--- src/rtl/keypad_entry.sv ---
// 4x4 matrix keypad scanner with debounce, key decode and decimal-to-binary entry accumulation.
// Typed digits build an 8-bit value; '#' commits it, '*' clears it, and A-D only strobe.
module keypad_entry #(
   parameter int SCAN_DIV = 1000,
   parameter int DEBOUNCE = 4
) (
   input  logic       clk,
   input  logic       reset,
   output logic [3:0] row,
   input  logic [3:0] col,
   output logic [7:0] entry,
   output logic [1:0] digit_count,
   output logic [7:0] value,
   output logic       value_valid,
   output logic [3:0] key_code,
   output logic       key_strobe,
   output logic       overflow
);

   localparam int SW = (SCAN_DIV > 1) ? $clog2(SCAN_DIV) : 1;
   localparam int CW = $clog2(DEBOUNCE + 1);
   localparam logic [SW-1:0] SLOT_LAST = SW'(SCAN_DIV - 1);
   localparam logic [CW-1:0] DB_N      = CW'(DEBOUNCE);

   typedef enum logic [1:0] {S_SCAN, S_DEBOUNCE, S_PRESS, S_HELD} state_t;

   state_t        state_q, state_d;
   logic [SW-1:0] slot_q;
   logic [1:0]    row_idx_q, row_idx_d;
   logic [1:0]    col_idx_q, col_idx_d;
   logic [CW-1:0] cnt_q, cnt_d;
   logic [7:0]    entry_q, entry_d;
   logic [1:0]    count_q, count_d;
   logic [7:0]    value_q, value_d;
   logic          vv_q, vv_d;
   logic [3:0]    code_q, code_d;
   logic          strobe_q, strobe_d;
   logic          ovf_q, ovf_d;

   logic          sample;
   logic          is_digit, is_clear, is_enter;
   logic [3:0]    dval;
   logic [11:0]   t;

   function automatic logic [1:0] lowest_low(input logic [3:0] c);
      casez (c)
         4'b???0: lowest_low = 2'd0;
         4'b??01: lowest_low = 2'd1;
         4'b?011: lowest_low = 2'd2;
         default: lowest_low = 2'd3;
      endcase
   endfunction

   assign sample = (slot_q == SLOT_LAST);

   // Key index 4*r+c: digits 1-9 on the 3x3 block, 0 at r3c1, '*' r3c0, '#' r3c2.
   always_comb begin
      is_digit = 1'b0;
      dval     = 4'd0;
      is_clear = ({row_idx_q, col_idx_q} == 4'd12);
      is_enter = ({row_idx_q, col_idx_q} == 4'd14);
      if (row_idx_q != 2'd3 && col_idx_q != 2'd3) begin
         is_digit = 1'b1;
         dval     = {2'b00, row_idx_q} * 4'd3 + {2'b00, col_idx_q} + 4'd1;
      end else if ({row_idx_q, col_idx_q} == 4'd13) begin
         is_digit = 1'b1;
      end
   end

   assign t = {4'd0, entry_q} * 12'd10 + {8'd0, dval};

   always_comb begin
      state_d   = state_q;
      row_idx_d = row_idx_q;
      col_idx_d = col_idx_q;
      cnt_d     = cnt_q;
      entry_d   = entry_q;
      count_d   = count_q;
      value_d   = value_q;
      vv_d      = 1'b0;
      code_d    = code_q;
      strobe_d  = 1'b0;
      ovf_d     = ovf_q;
      case (state_q)
         S_SCAN: begin
            if (sample) begin
               if (col == 4'hF) begin
                  row_idx_d = row_idx_q + 2'd1;
               end else begin
                  col_idx_d = lowest_low(col);
                  cnt_d     = CW'(1);
                  state_d   = (DEBOUNCE == 1) ? S_PRESS : S_DEBOUNCE;
               end
            end
         end
         S_DEBOUNCE: begin
            if (sample) begin
               if (!col[col_idx_q]) begin
                  cnt_d = cnt_q + CW'(1);
                  if (cnt_q + CW'(1) == DB_N) state_d = S_PRESS;
               end else begin
                  state_d   = S_SCAN;
                  row_idx_d = row_idx_q + 2'd1;
               end
            end
         end
         S_PRESS: begin
            strobe_d = 1'b1;
            code_d   = {row_idx_q, col_idx_q};
            cnt_d    = '0;
            state_d  = S_HELD;
            if (is_digit) begin
               if (count_q < 2'd3 && t <= 12'd255) begin
                  entry_d = t[7:0];
                  count_d = count_q + 2'd1;
               end else begin
                  ovf_d = 1'b1;
               end
            end else if (is_enter) begin
               // An empty entry only clears overflow; nothing is committed.
               if (count_q != 2'd0) begin
                  value_d = entry_q;
                  vv_d    = 1'b1;
               end
               entry_d = 8'd0;
               count_d = 2'd0;
               ovf_d   = 1'b0;
            end else if (is_clear) begin
               entry_d = 8'd0;
               count_d = 2'd0;
               ovf_d   = 1'b0;
            end
         end
         S_HELD: begin
            if (sample) begin
               if (col[col_idx_q]) begin
                  if (cnt_q + CW'(1) == DB_N) begin
                     state_d   = S_SCAN;
                     row_idx_d = row_idx_q + 2'd1;
                     cnt_d     = '0;
                  end else begin
                     cnt_d = cnt_q + CW'(1);
                  end
               end else begin
                  cnt_d = '0;
               end
            end
         end
         default: state_d = S_SCAN;
      endcase
   end

   always_ff @(posedge clk) begin
      if (reset) begin
         state_q   <= S_SCAN;
         slot_q    <= '0;
         row_idx_q <= 2'd0;
         col_idx_q <= 2'd0;
         cnt_q     <= '0;
         entry_q   <= 8'd0;
         count_q   <= 2'd0;
         value_q   <= 8'd0;
         vv_q      <= 1'b0;
         code_q    <= 4'd0;
         strobe_q  <= 1'b0;
         ovf_q     <= 1'b0;
      end else begin
         state_q   <= state_d;
         slot_q    <= sample ? '0 : slot_q + SW'(1);
         row_idx_q <= row_idx_d;
         col_idx_q <= col_idx_d;
         cnt_q     <= cnt_d;
         entry_q   <= entry_d;
         count_q   <= count_d;
         value_q   <= value_d;
         vv_q      <= vv_d;
         code_q    <= code_d;
         strobe_q  <= strobe_d;
         ovf_q     <= ovf_d;
      end
   end

   assign row         = ~(4'b0001 << row_idx_q);
   assign entry       = entry_q;
   assign digit_count = count_q;
   assign value       = value_q;
   assign value_valid = vv_q;
   assign key_code    = code_q;
   assign key_strobe  = strobe_q;
   assign overflow    = ovf_q;

endmodule

--- config.mk ---
export PLATFORM = sky130hd
export DESIGN_NAME = keypad_entry
export DESIGN_NICKNAME = d
export VERILOG_FILES = /design/src/rtl/keypad_entry.sv
export SDC_FILE = /design/constraint.sdc
export NUM_CORES = 1
export LEC_CHECK = 0
export ABC_AREA = 1
export BUFFER_PORTS_ARGS = -buffer_cell sky130_fd_sc_hd__buf_2
export CAP_MARGIN = 10
export CELL_PAD_IN_SITES_DETAIL_PLACEMENT = 1
export CELL_PAD_IN_SITES_GLOBAL_PLACEMENT = 2
export CORE_MARGIN = 1
export CORE_UTILIZATION = 29
export DETAILED_ROUTE_END_ITERATION = 8
export GPL_TIMING_DRIVEN = 0
export MAX_ROUTING_LAYER = met4
export PLACE_DENSITY_LB_ADDON = 0.1
export SLEW_MARGIN = 20
export SYNTH_ARGS = -nofsm -noshare
export SYNTH_HDL_FRONTEND = slang
export SYNTH_SLANG_ARGS = --single-unit
--- constraint.sdc ---
create_clock -name clk -period 3.05 [get_ports clk]
set_input_delay 0 -clock clk [delete_from_list [all_inputs] [get_ports clk]]
set_output_delay 0 -clock clk [all_outputs]
set_load 0.005 [all_outputs]
Word level (Yosys, flattened, before mapping):

Cells that the tools add are included.

* reduce and logical (&&, ||, !) cells: 15
* muxes and demuxes: 45
* shift-type cells: 1
* multiply operators: 2
* equality and inequality tests: 25
* bitwise operators: 6
* add/sub/neg operators: 7
* $lt $le $gt $ge: 3

Operators with widths (count)
* $mux 2: 19
* $mux 8: 4
* $ne 2x2->1 const B: 12
* $mux 3: 7
* $eq 4x4->1 const B: 4
* $add 12x4->12: 1
* $le 12x8->1 const B: 1
* $pmux 2 s3: 2
* $pmux 3 s4: 1
* $mul 8x3->11 const B: 1
* $add 10x1->10 const B: 1
* $eq 10x10->1 const B: 1
* $mux 1: 9
* $reduce_and 3->1: 3
* $pmux 2 s4: 1
* $reduce_and 8->1: 1
* $reduce_and 7->1: 1
* $reduce_bool 3->1: 2
* $not 1->1: 5
* $reduce_and 5->1: 1
* $add 2x1->2 const B: 2
* $add 4x1->4 const B: 1
* $add 4x2->4: 1
* $eq 2x1->1 const B: 2
* 19 further kinds: 21

* output and inout port bits: 29
* input bits: 6
* word-level logic and storage cells: 116
* register bits: 44

Longest topological paths before layout:

* depth in word-level cells: 9
* gate-level depth with buffers: 20
* depth with buffers taken out: 20

Worst setup path before layout:

Ideal clock, no wire load.

* path type: register -> register
* start: register row_idx_q[0]
* end: register entry_q[3], in the netlist entry[3]
* slack: -0.052 ns
* data required time: 2.936 ns
* setup time: 0.114 ns
* buffers on the path: 0
* data arrival time: 2.988 ns
* cell stages (with the launch flop): 18
* period minus slack after synthesis: 3.102 ns
* path through: dfxtp_1 > fa_1 > fa_1 > inv_1 > nor2_1 > ha_1 > inv_1 > fa_1 > o21ai_2 > nand2_1 > nand2_1 > nor2_1 > nand2_1 > nand2_2 > nand3_4 > nand2_4 > nor2_1 > nor2_2

* cells in the longest elaborated chain, start to end: 9
* elaborated cells between the ends (all ways): 20
* those cells by class: add/sub: 3; mul: 1; order compare: 1; eq/ne: 5; mux: 6; reduce/logical: 4

Ends and longest elaborated chain
* start: declaration: line 29 `logic [1:0] row_idx_q, row_idx_d;`
* start signal: assignment: line 170 `row_idx_q <= row_idx_d;`
* $mul 2x2->4: line 64 `dval = {2'b00, row_idx_q} * 4'd3 + {2'b00, col_idx_q} + 4'd1;`
* $add 4x2->4: line 64
* $add 4x1->4: line 64
* $mux 4: line 62 `if (row_idx_q != 2'd3 && col_idx_q != 2'd3) begin`
* $add 12x4->12: line 70 `assign t = {4'd0, entry_q} * 12'd10 + {8'd0, dval};`
* $le 12x8->1: line 113 `if (count_q < 2'd3 && t <= 12'd255) begin`
* $logic_and 1x1->1: line 113
* $ne 2x1->1 (no line)
* $reduce_and 3->1 (no line)
* end signal: assignment: line 173 `entry_q <= entry_d;`
* end: declaration: line 32 `logic [7:0] entry_q, entry_d;`

Parallel ways exist; a longest one is shown, timed or not. The select of a mux whose other input is x is not followed.
A chain may end at the register's enable or synchronous reset.

Worst setup path in the final report:

* start: register row_idx_q[1]
* end: register entry_q[5], in the netlist entry[5]

Same word-level chain as after synthesis.

==> impl_metrics.csv <==
group,metric,value,unit
drt,ant_nets,0,
min_path,hold_path_class,"in2reg",
global_routing,grt_pass1_vias,2600,
run_status,status,"complete, but fails checks",
floorplan,die_area,9860,µm²
drt,wl_per_cell,13.6,µm
synth,ys_warn_count,0,
cts,clk_path_buf_depth,2,
timing,setup_viol,10,
synth,ys.flop_type,"dfxtp_1",
synth,yosys-mux-area-fraction,0,
cts,cts_tree,"yes",
global_routing,grtUsageTotal,0.172,
placed_design,hpwlAfterDp,5860,µm
cts,htreeDepth,2,
synth,syn_nets,431,
drt,wl_met2,3270,µm
global_routing,grt_pass1_wl,13100,µm
timing,period_needed,3.19,ns
setup_path,crit_path_end_kind,"register",
floorplan,num_io_pins,35,
drt,maxUsedRoutingLayer,"met4",
power_and_ir_drop,swShare,0.237,
timing,worst_slew_pin_slew,0.562,ns
cts,path_clk_slew,0.10,ns
synth,synth_simple_gate_area_frac,0.316,
drt,first_pass_iters,4,
synth,synth.largest_area_cell,"dfxtp_1",
placed_design,port_buffers,34,
synth,netlist_area,2750,µm²
cells_and_area,drive_gt1_frac,0.211,
setup_path,cp_max_fo,8,
timing,fmax,0.313,GHz
timing,fin_ws,-0.143,ns
floorplan,die_y,99.3,µm
power_and_ir_drop,power.internal,834,µW
timing,fin_crit_sh,1.05,
timing,slew_violations,0,
cells_and_area,nets,486,
power_and_ir_drop,p_leak,1.70,nW
setup_path,path_cells,"fa_2 -> fa_2 -> inv_2 -> nor2_4 -> ha_4 -> inv_2 -> fa_2 -> o21ai_2 -> nand2_1 -> nand2_1 -> nor2_1 -> nand2_1 -> nand2_4 -> nand3_4 -> nand2_8 -> nor2_1 -> nor2_1",
synth,ys_async_sr_fraction,0,
synth,synthTopCellsByCount,"nand2_1, nor2_1, inv_1",
drt,viasPerCell,4.67,
setup_path,cp.arrival,3.39,ns
cts,clock_sinks,44,
global_routing,antenna_found_initial,0,
floorplan,row_count,35,
drt,drc,0,
cts,insertion_delay,0.31,ns
timing,hold_violations,0,
drt,vias,2619,
drt,drt_iter0_markers,33,
timing,relSlewSlack,0.626,
synth,syn_avg_cell_area,6.97,µm²
drt,drt-total-wl,7610,µm
synth,synthTopCellsByArea,"dfxtp_1, ha_1, nand2_1",
setup_path,critPathRequiredTime,3.25,ns
synth,synthXorXnorAreaFrac,0.0187,
synth,synth_top_family_by_area,"simple AND/OR/NAND/NOR gates",
cts,cts-root-buf,"clkbuf_8",
power_and_ir_drop,switchingPower,259,µW
power_and_ir_drop,seq_power_share,0.528,
synth,synth_seq_cells,44,
setup_path,startpoint_type,"register",
drt,wl_met3,203,µm
placed_design,place_congestion,0.776,
global_routing,grt_max_degree,16,
cells_and_area,antenna_cells,0,
floorplan,placeableCoreArea,9200,µm²
setup_path,crit_type,"reg2reg",
synth,synth_top_area_share,0.321,
setup_path,crit_path_max_incr_delay,0.55,ns
synth,synth_most_common_cell,"nand2_1",
setup_path,rrSetupSlack,-0.14,ns
synth,synthAdderAreaFrac,0.152,
synth,netlist_instances,394,
floorplan,die_w,99.3,µm
power_and_ir_drop,power_density,321,nW/µm²
floorplan,initial_core_util,0.299,
timing,rsz0062_at_grt,"true",
power_and_ir_drop,ir_drop,0.215,mV
synth,synth.distinct_cells,34,
power_and_ir_drop,power_frac_comb,0.031,
synth,synth-edff-count,0,
global_routing,overflow,0,
drt,met1_length,4060,µm
synth,yosysSeqAreaShare,0.321,
cts,cts_buffers,5,
timing,fin_worst_skew,0.0130,ns
placed_design,dp_slack,-0.474,ns
cells_and_area,post-route-util,0.370,
run_status,violations,"negative setup slack",
flow_run,drv_cap,0,
cells_and_area,syn2layout_area_growth,24.1,%
synth,synth_compound_area_frac,0.108,
power_and_ir_drop,pwr-share-clk,0.441,
setup_path,worst_path_max_delay_cell,"fa_2",
## cell type report
type	instances	area, µm²
timing repair buffer	47	273
buffer	5	31.3
multi-input combinational	292	1750
inverter	54	203
tap	111	139
clock inverter	3	46.3
sequential	44	893
clock buffer	5	68.8
fill	1173	5790
## per-layer routing
metal	GRT usage	vias up
li1	-	1371
met1	0.238	1209
met2	0.263	32
met3	0.0260	7
met4	0.0373	0
met5	-	-
## flip-flops by register name (all words and copies together) (netlist names), 2 cells and up, named ones only
register / cells
slot_q: 10
entry: 8
value: 8
key_code: 4
cnt_q: 3
col_idx_q: 2
digit_count: 2
row_idx_q: 2
## metrics by stage
step	setup TNS (ns)	power, mW	area, µm²	hold slack, ns	instances
after detailed placement	-4.62	0.626	3060	0.299	539
after CTS	-1.51	1.11	3280	0.0175	555
after global placement	-3.88	0.625	3060	0.291	539
final	-1.05	1.09	3410	0.0199	561
after floorplan	0	0.612	2750	0.138	394
after global routing	-2.56	1.14	3410	0.0712	561
## critical path, delay by kind of cell, from the launching register on
family          cells  cell delay, ns
compound gates      1            0.16
fa+ha+maj           4            1.54
buf+inv             2            0.07
simple gates       10            0.91
flops               1            0.38
## timing repair
| item | CTS | global route |
|---|---|---|
| cloned | 1 | 0 |
| pin swaps | 13 | 16 |
| setup buffers | 5 | 6 |
| hold buffers | 2 | 0 |
| hold endpoints to repair | 1 | 0 |
| setup endpoints to repair | 11 | 11 |
| resized for setup | 14 | 22 |
## placed cells by master, fill, tap and decap left out, drive strengths merged, types with 8 or more instances in the layout
cell type,instances
nor2,74
nor3,8
ha,27
buf,47
nand3,21
dfxtp,44
o21ai,20
clkbuf,8
a21oi,28
nand2,85
inv,55
## logic make-up (layout without fill, tap and decap cells)
family,after synthesis,after routing
buffers and inverters,59,114
AO/OA/AOI/OAI,55,55
XOR/XNOR,5,5
adder cells (fa/ha/maj),31,31
flip-flops,44,44
AND/OR/NAND/NOR,200,201
## power by group through the flow
| stage | clock [mW] | sequential, mW | combinational (mW) |
|---|---|---|---|
| 2_1_floorplan | 0 | 0.592 | 0.0199 |
| 3_3_place_gp | 0 | 0.593 | 0.0323 |
| 3_5_place_dp | 0 | 0.593 | 0.0333 |
| 4_1_cts | 0.498 | 0.577 | 0.0342 |
| 5_1_grt | 0.524 | 0.578 | 0.0385 |
| 6_report | 0.483 | 0.577 | 0.0335 |
## final timing paths
| check | startpoint | endpoint | cells past startpoint |
|---|---|---|---|
| max | row_idx_q[1] | entry[5] | 17 |
| max reg2reg | row_idx_q[1] | entry[5] | 17 |
| min | reset | key_code[2] | 4 |
| min reg2reg | slot_q[0] | slot_q[0] | 1 |
(Power assumes the default switching activity.)
